$ cat config.mk
export PLATFORM = sky130hd
export DESIGN_NAME = apb_spi_periph
export DESIGN_NICKNAME = d
export VERILOG_FILES = /design/src/rtl/apb_spi_periph.sv
export SDC_FILE = /design/constraint.sdc
export NUM_CORES = 1
export LEC_CHECK = 0
export CORE_ASPECT_RATIO = 0.75
export CORE_MARGIN = 2
export CORE_UTILIZATION = 35
export CTS_CLUSTER_DIAMETER = 60
export CTS_CLUSTER_SIZE = 8
export DETAILED_ROUTE_END_ITERATION = 7
export GPL_ROUTABILITY_DRIVEN = 1
export PLACE_DENSITY_LB_ADDON = 0.3
export SLEW_MARGIN = 0
export SYNTH_ARGS = -nofsm -noshare
export SYNTH_HDL_FRONTEND = slang
export SYNTH_SLANG_ARGS = --single-unit
$ cat constraint.sdc
create_clock -name PCLK -period 2.13 [get_ports PCLK]
set_input_delay 0.426 -clock PCLK [delete_from_list [all_inputs] [get_ports PCLK]]
set_output_delay 0.426 -clock PCLK [all_outputs]
set_load 0.03 [all_outputs]
$ cat src/rtl/apb_spi_periph.sv
// apb_spi_periph
// APB responder with an SPI master port (mode 0, 8-bit, MSB first).
// Software writes TXDR to start a transfer, polls SR, then reads RXDR.
//
// Ports
//   PCLK     in   system clock (only clock)
//   PRESET   in   synchronous active-high reset
//   PADDR    in   byte address, only [3:2] decoded
//   PWDATA   in   write data
//   PWRITE   in   1 = write, 0 = read
//   PENABLE  in   APB access phase
//   PSEL     in   slot select
//   PRDATA   out  read data, valid while PREADY=1, else 0
//   PREADY   out  registered transfer complete (one wait state)
//   sclk     out  SPI clock, idle low
//   mosi     out  SPI data out
//   miso     in   SPI data in
//   cs_n     out  chip select, active low
//
// Register map (PADDR[3:2])
//   0 CR    [0] EN, [15:8] CLKDIV
//   1 SR    [0] BUSY, [1] DONE (sticky), [2] WCOL (sticky, write 1 to clear)
//   2 TXDR  [7:0]
//   3 RXDR  [7:0], read-only
//
// SPI engine states
//   state  | meaning
//   S_IDLE | no transfer, cs_n high, sclk low
//   S_LOW  | sclk low half-period, mosi holds current bit
//   S_HIGH | sclk high half-period, miso sample held in rx_bit
module apb_spi_periph (
  input  logic        PCLK,
  input  logic        PRESET,
  input  logic [31:0] PADDR,
  input  logic [31:0] PWDATA,
  input  logic        PWRITE,
  input  logic        PENABLE,
  input  logic        PSEL,
  output logic [31:0] PRDATA,
  output logic        PREADY,
  output logic        sclk,
  output logic        mosi,
  input  logic        miso,
  output logic        cs_n
);

  typedef enum logic [1:0] {S_IDLE, S_LOW, S_HIGH} state_t;

  localparam logic [1:0] A_CR   = 2'd0;
  localparam logic [1:0] A_SR   = 2'd1;
  localparam logic [1:0] A_TXDR = 2'd2;
  localparam logic [1:0] A_RXDR = 2'd3;

  state_t      state, state_nxt;
  logic [7:0]  hcnt;
  logic [2:0]  bitcnt;
  logic [7:0]  shreg;
  logic        rx_bit;

  logic        en;
  logic [7:0]  clkdiv;
  logic [7:0]  txdr;
  logic [7:0]  rxdr;
  logic        done;
  logic        wcol;
  logic        busy;

  logic [1:0]  addr;
  logic        access;
  logic        wr_commit;
  logic        rd_commit;
  logic [31:0] rd_mux;

  logic        start;
  logic        rise;
  logic        fall;
  logic        last;

  logic        unused_bits;
  assign unused_bits = ^{PADDR[31:4], PADDR[1:0], PWDATA[31:16]};

  assign addr      = PADDR[3:2];
  // access is the first PENABLE cycle; commit is the cycle PREADY is high
  assign access    = PSEL & PENABLE & ~PREADY;
  assign wr_commit = PSEL & PENABLE & PREADY & PWRITE;
  assign rd_commit = PSEL & PENABLE & PREADY & ~PWRITE;
  assign busy      = (state != S_IDLE);

  always_comb begin
    rd_mux = 32'd0;
    case (addr)
      A_CR:    rd_mux = {16'd0, clkdiv, 7'd0, en};
      A_SR:    rd_mux = {29'd0, wcol, done, busy};
      A_TXDR:  rd_mux = {24'd0, txdr};
      A_RXDR:  rd_mux = {24'd0, rxdr};
      default: rd_mux = 32'd0;
    endcase
  end

  always_comb begin
    state_nxt = state;
    start     = 1'b0;
    rise      = 1'b0;
    fall      = 1'b0;
    last      = 1'b0;
    case (state)
      S_IDLE: begin
        if (wr_commit && addr == A_TXDR && en) begin
          start     = 1'b1;
          state_nxt = S_LOW;
        end
      end
      S_LOW: begin
        if (hcnt == 8'd0) begin
          rise      = 1'b1;
          state_nxt = S_HIGH;
        end
      end
      S_HIGH: begin
        if (hcnt == 8'd0) begin
          fall = 1'b1;
          if (bitcnt == 3'd7) begin
            last      = 1'b1;
            state_nxt = S_IDLE;
          end else begin
            state_nxt = S_LOW;
          end
        end
      end
      default: state_nxt = S_IDLE;
    endcase
  end

  always_ff @(posedge PCLK) begin
    if (PRESET) state <= S_IDLE;
    else        state <= state_nxt;
  end

  always_ff @(posedge PCLK) begin
    if (PRESET) begin
      PREADY <= 1'b0;
      PRDATA <= 32'd0;
      sclk   <= 1'b0;
      mosi   <= 1'b0;
      cs_n   <= 1'b1;
      hcnt   <= 8'd0;
      bitcnt <= 3'd0;
      shreg  <= 8'd0;
      rx_bit <= 1'b0;
      en     <= 1'b0;
      clkdiv <= 8'd0;
      txdr   <= 8'd0;
      rxdr   <= 8'd0;
      done   <= 1'b0;
      wcol   <= 1'b0;
    end else begin
      PREADY <= access;
      PRDATA <= access ? rd_mux : 32'd0;

      // half-period down-counter; reload picks up the current CLKDIV
      if (start || rise || (fall && !last)) hcnt <= clkdiv;
      else if (busy)                        hcnt <= hcnt - 8'd1;

      if (start) begin
        shreg  <= PWDATA[7:0];
        mosi   <= PWDATA[7];
        cs_n   <= 1'b0;
        bitcnt <= 3'd0;
      end

      if (rise) begin
        sclk   <= 1'b1;
        rx_bit <= miso;
      end

      if (fall) begin
        sclk   <= 1'b0;
        shreg  <= {shreg[6:0], rx_bit};
        mosi   <= shreg[6];
        bitcnt <= bitcnt + 3'd1;
        if (last) begin
          rxdr <= {shreg[6:0], rx_bit};
          cs_n <= 1'b1;
        end
      end

      if (wr_commit) begin
        case (addr)
          A_CR: begin
            en     <= PWDATA[0];
            clkdiv <= PWDATA[15:8];
          end
          A_SR: begin
            if (PWDATA[2]) wcol <= 1'b0;
          end
          A_TXDR: begin
            // busy is still high on the completion edge, so that write collides too
            if (busy) wcol <= 1'b1;
            else      txdr <= PWDATA[7:0];
          end
          default: ;
        endcase
      end

      // completion set wins over a same-edge clear
      if (last)
        done <= 1'b1;
      else if ((wr_commit && addr == A_TXDR) || (rd_commit && addr == A_RXDR))
        done <= 1'b0;
    end
  end

endmodule
==> results_dict.tcl, run 1 <==
set metrics [dict create \
    finalHoldViolCount 0 \
    rsz0062_at_grt "false" \
    path_depth 1 \
    clock_sinks 68 \
    finalCritPeriodShare_pct 86.5 \
    area_growth_pct 25.1 \
    drive_above_1_share_pct 11.9 \
    synth_area_um2 2950 \
    hold_class "reg2reg" \
    worstHoldStart "rxdr[1]" \
    clockPowerShare_pct 41.0 \
    num_vias 2425 \
    postCtsResizedCells 0 \
    slew_headroom_pct 63.9 \
    postCtsSetupRepairBufs 0 \
    gp_congestion 0.708 \
    ios 106 \
    grt_pass1_vias 2152 \
    numCtsBuffers 9 \
    worstSkewPairLatency_ps 350 \
    run_status "complete, no violations" \
    drc 0 \
    grtUsageTotal_pct 14.6 \
    synth_cell_types 47 \
    layout.nets 457 \
    dr.pass1.iters 4 \
    wirelength_mm 6.41 \
    max_stage_delay_ps 690 \
    syn_inst 334 \
    switching_share_pct 25.1 \
    max_freq_mhz 543 \
    cp_num_buf_inv 1 \
    drtAntennaViolNets 0 \
    yosysWarnings 0 \
    required_ps 1700 \
    cts_tree "yes" \
    chipHeight_um 83.5 \
    antennaDiodeCount 0 \
    setup_tns_ps 0 \
    crit_chain "clkdlybuf4s50_1" \
    path_class "reg2out" \
    drtIter0Drc 168 \
    synth_edf_count 0 \
    h-tree-depth 3 \
    ctsHoldBuffers 0 \
    ir_drop_mv 0.339 \
    async_flop_share_pct 0 \
    num_rows 28 \
    die_w_um 110 \
    final_cells 493 \
    start_util_pct 36.8 \
    reg2reg_depth 7 \
    critPathSlowestCell "clkdlybuf4s50_1" \
    r2r_slack_ps 360 \
    yosysSeqAreaShare_pct 46.2 \
    place_inst 477 \
    powerDensity_nw_per_um2 646 \
    cp-start-kind "register" \
    crit_arrival_ps 1420 \
    cpLargestDelayFamily "buffers and inverters" \
    min_to "rxdr[1]" \
    path_clk_slew_ps 80 \
    synth_area_per_cell_um2 8.83 \
    grt_overflow 0 \
    tightest_slew_ps 541 \
    cts_root_buffer "clkbuf_8" \
    post-dp-hpwl_mm 4.33 \
    fin_crit_ps 1840 \
    fin_skew_ps 14.4 \
    die_area_um2 9180 \
    drv_cap 0 \
    clock_path_buffers 2 \
    r2r-end "rxdr[2]" \
    p_leak_nw 1.34 \
    post_drt_via_cell_ratio 4.92 \
    p_int_w 0.00179 \
    r2r_start "hcnt[0]" \
    synth-main-ff-cell "dfxtp_1" \
    path_max_fanout 5 \
    finalSetupViolCount 0 \
    slew_violations 0 \
    io_buffers 43 \
    crit_path_end_kind "output pin" \
    grt_pass1_wl_mm 10.6 \
    antenna_found_initial 0 \
    avgRoutedWirePerCell_um 13.0 \
    power_frac_seq_pct 53.4 \
    comb_power_share_pct 5.7 \
    core_area_um2 8020 \
    min_path_cells 2 \
    p_sw_w 0.000599 \
    ys_seq_elements 68 \
    grt_max_degree 52 \
]
[final cells by class]
| cell class | count | area, um^2 |
|---|---|---|
| inverters | 3 | 11.3 |
| clock inverters | 6 | 46.3 |
| repair buffers | 61 | 578 |
| flip-flops and latches | 68 | 1360 |
| clock buffers | 10 | 138 |
| multi-input cells | 240 | 1420 |
| fillers | 791 | 4330 |
| well taps | 105 | 131 |
[metrics by stage]
step / worst slack [ps] / utilization [%] / area [um^2] / total power, W / hold slack (ps)
CTS: 267 / 46.0 / 3690 / 0.00242 / 457
detailed placement: -5.22 / 43.7 / 3510 / 0.00144 / 447
global placement: 31.2 / 43.7 / 3510 / 0.00144 / 443
finish: 287 / 46.0 / 3690 / 0.00239 / 456
floorplan: 423 / - / 3010 / 0.00140 / 433
global route: 165 / 46.0 / 3690 / 0.00248 / 482
[synthesized netlist by cell type (2+ instances only)]
master,n,share of area [%]
clkbuf_1,13,1.7
inv_1,3,0.38
nor3b_1,2,0.51
and4_1,2,0.59
buf_2,7,1.2
or2_2,2,0.42
a22oi_1,2,0.51
and2_1,9,1.9
o21ai_0,4,0.68
a311oi_1,14,4.2
nor2_1,29,3.7
mux2_2,2,0.76
or3_1,2,0.42
nand4_1,3,0.64
nor2b_1,4,0.85
nor3_1,5,0.85
buf_4,17,4.3
nand3_1,16,2.7
mux2i_1,14,4.8
ha_1,4,1.7
dfxtp_1,68,46
xnor2_1,7,2.1
nand2_1,48,6.1
a21oi_1,34,5.8
[placed cells by master, fill, tap and decap left out, types with 2 or more instances in the layout]
master / instances
or3_1: 2
buf_4: 17
o21ai_0: 4
nor2_1: 29
nor3_1: 5
mux2i_1: 14
nor2b_1: 4
clkbuf_8: 10
a21oi_1: 34
mux2_2: 2
inv_1: 3
inv_6: 2
ha_1: 4
clkinvlp_4: 2
nor3b_1: 2
a22oi_1: 2
nand4_1: 3
or2_2: 2
and2_1: 9
a311oi_1: 14
nand3_1: 16
dfxtp_1: 68
xnor2_1: 7
clkdlybuf4s50_1: 43
nand2_1: 48
conb_1: 16
and4_1: 2
[routing by layer]
metal / GRT usage [%] / routed length, um / share of wire (%) / vias up
li1: - / - / - / 1227
met1: 21.4 / 3190 / 50 / 1118
met2: 20.2 / 2660 / 41 / 75
met3: 5.39 / 500 / 7.8 / 5
met4: 3.11 / 53 / 0.83 / 0
met5: 0 / 0 / 0 / -
[state kept, by name, indices dropped and copies added, names as in the netlist, 2 cells and up]
name,count
txdr,8
state,2
hcnt,8
rxdr,8
bitcnt,3
clkdiv,8
PRDATA,16
shreg,7
[power groups by stage]
| stage | Combinational, W | Clock, W | Sequential, W |
|---|---|---|---|
| 6_report | 0.000135 | 0.000977 | 0.00127 |
| 4_1_cts | 0.000135 | 0.00101 | 0.00127 |
| 3_3_place_gp | 0.000135 | 0 | 0.00130 |
| 5_1_grt | 0.000145 | 0.00106 | 0.00127 |
| 2_1_floorplan | 0.0000931 | 0 | 0.00130 |
| 3_5_place_dp | 0.000134 | 0 | 0.00130 |
[logic make-up after synthesis]
family                     count (synthesis)  share of synthesized area (%)
and+or+nand+nor                          133                           22.4
DFF                                       68                           46.2
AOI/OAI and AO/OA                         62                           13.3
buffers and inverters                     41                           7.68
muxes                                     17                           6.28
xor gates and xnor gates                   8                           2.38
adders and majority gates                  4                           1.70
other                                      1                          0.127
[how the worst max path moves through the flow]
stage	startpoint	endpoint	slack [ps]
after floorplan	PADDR[2]	wcol	420
after global placement	PSEL	txdr[5]	30
after detailed placement	PENABLE	txdr[4]	-5
after CTS	PREADY	PREADY	270
after global routing	hcnt[0]	mosi	160
final	PREADY	PREADY	290
No activity file was read; power rests on OpenSTA's default activity.
==> inputs of run 2 (changes only) <==
Settings changed: SLEW_MARGIN 0 to 20.
==> results of run 2 <==
The final DEF is identical to that of run 1; final timing and power are the same.
==> inputs of run 3 (changes only) <==
Settings changed: CORE_MARGIN 2 to 3.
==> run 3 against run 2 <==
  * Non-clock buffer count is 3 higher
  * Global-route usage increased by 0.14 points
  * Final cell count up 0.61%
  * Count of clock-buffer cells in the layout down 1
  * Largest cell class unchanged
==> results_dict.tcl, run 3 (synthesis results as in run 1) <==
set metrics [dict create \
    path_clk_slew_ps 90 \
    clock_path_buffers 2 \
    max_freq_mhz 530 \
    io_buffers 43 \
    crit_path_end_kind "register" \
    max_stage_delay_ps 350 \
    drc 0 \
    die_area_um2 9580 \
    comb_power_share_pct 5.6 \
    chipHeight_um 85.5 \
    powerDensity_nw_per_um2 675 \
    crit_chain "inv_1 > ha_1 > nor3b_1 > buf_4 > nand4_1 > buf_4 > nand2_1 > a21oi_1" \
    ios 106 \
    finalHoldViolCount 0 \
    antenna_found_initial 0 \
    crit_top_cell "buf_4" \
    drv_cap 0 \
    num_rows 28 \
    final_common_cell "dfxtp_1" \
    cts_tree "yes" \
    grtUsageTotal_pct 14.7 \
    p_total_w 0.00252 \
    wirelength_mm 6.75 \
    slew_headroom_pct 64.1 \
    h-tree-depth 3 \
    multi_input_area_um2 1420 \
    post_drt_via_cell_ratio 4.87 \
    antennaDiodeCount 0 \
    fin_skew_ps 18.0 \
    finalCritPeriodShare_pct 88.5 \
    grt_pass1_wl_mm 11.4 \
    cp-start-kind "register" \
    drtAntennaViolNets 0 \
    hold_class "reg2reg" \
    grt_pass1_vias 2263 \
    crit_arrival_ps 2080 \
    drive_above_1_share_pct 12.5 \
    p_int_w 0.00189 \
    area_growth_pct 26.6 \
    clockPowerShare_pct 43.9 \
    run_status "complete, no violations" \
    mostFrequentLayoutCells "dfxtp_1, nand2_1, clkdlybuf4s50_1" \
    avgRoutedWirePerCell_um 13.6 \
    p_sw_w 0.000634 \
    required_ps 2330 \
    seqCellArea_um2 1360 \
    ctsHoldBuffers 0 \
    grt_overflow 0 \
    numCtsBuffers 9 \
    layout_setup_ws_ps 245 \
    largest_reg_flops 16 \
    ir_drop_mv 0.419 \
    layout.nets 460 \
    switching_share_pct 25.2 \
    path_max_fanout 11 \
    gp_congestion 0.733 \
    path_class "reg2reg" \
    p_leak_nw 1.37 \
    finalSetupViolCount 0 \
    postCtsSetupRepairBufs 0 \
    final_cells 496 \
    setup_tns_ps 0 \
    start_util_pct 36.8 \
    postCtsResizedCells 0 \
    die_w_um 112 \
    tightest_slew_ps 539 \
    dr.pass1.iters 4 \
    regMostFlops "PRDATA" \
    nFillCells 778 \
    fin_crit_ps 1890 \
    grt_max_degree 52 \
    rsz0062_at_grt "false" \
    drtIter0Drc 153 \
    cts_root_buffer "clkbuf_8" \
    power_frac_seq_pct 50.5 \
    post-dp-hpwl_mm 4.57 \
    place_inst 480 \
    slew_violations 0 \
    post-place-ws_ps 31.1 \
    num_vias 2417 \
    worstSkewPairLatency_ps 340 \
    core_area_um2 8020 \
    critPathSlowestCell "dfxtp_1" \
    clock_sinks 68 \
]
-- run 3: cell count changes in the layout (fill, tap and decap cells not counted) --
cell,previous run,this run
inv_6,2,3
bufinv_16,0,1
clkinv_2,1,0
buf_4,17,20
clkinvlp_4,2,1
clkbuf_8,10,9
clkinv_4,1,2
-- run 3: cell type report --
cell class | count | area share (%)
Multi-Input combinational cell | 240 | 38.1
Clock buffer | 9 | 3.32
Timing Repair Buffer | 64 | 16.1
Sequential cell | 68 | 36.5
Tap cell | 105 | 3.52
Inverter | 3 | 0.302
Clock inverter | 7 | 2.18
-- run 3: layer usage --
layer  wire [um]  GRT usage, %
met1        3400          21.8
met5           0             0
met2        2890          21.0
met4          21          2.95
met3         436          4.87
-- run 3: stage by stage --
| step | util [%] | hold slack, ps | instance area [um^2] |
|---|---|---|---|
| 2_1_floorplan | - | 433 | 3010 |
| 4_1_cts | 46.5 | 462 | 3730 |
| 3_3_place_gp | 44.0 | 445 | 3530 |
| 5_1_grt | 46.5 | 485 | 3730 |
| 6_report | 46.5 | 464 | 3730 |
| 3_5_place_dp | 44.0 | 449 | 3530 |
-- run 3: worst max-delay path: cells and delay by family, from the launching register on --
family | cells | cell delay [ps]
compound gates | 1 | 60
simple gates | 3 | 600
fa+ha+maj | 1 | 150
flops | 1 | 350
buf+inv | 3 | 580
-- run 3: power groups by stage --
stage / sequential [W] / combinational, W / clock (W)
after floorplan: 0.00130 / 0.0000931 / 0
final: 0.00127 / 0.000142 / 0.00111
after global routing: 0.00127 / 0.000151 / 0.00119
after CTS: 0.00127 / 0.000141 / 0.00113
after global placement: 0.00130 / 0.000141 / 0
after detailed placement: 0.00130 / 0.000139 / 0
-- run 3: worst paths after layout --
path | end | cells after the start | slack (ps) | startpoint
hold / removal | rxdr[2] | 2 | 460 | rxdr[2]
setup / recovery | rxdr[0] | 8 | 240 | hcnt[0]
setup reg to reg | rxdr[0] | 8 | 240 | hcnt[0]
hold reg to reg | rxdr[2] | 2 | 460 | rxdr[2]
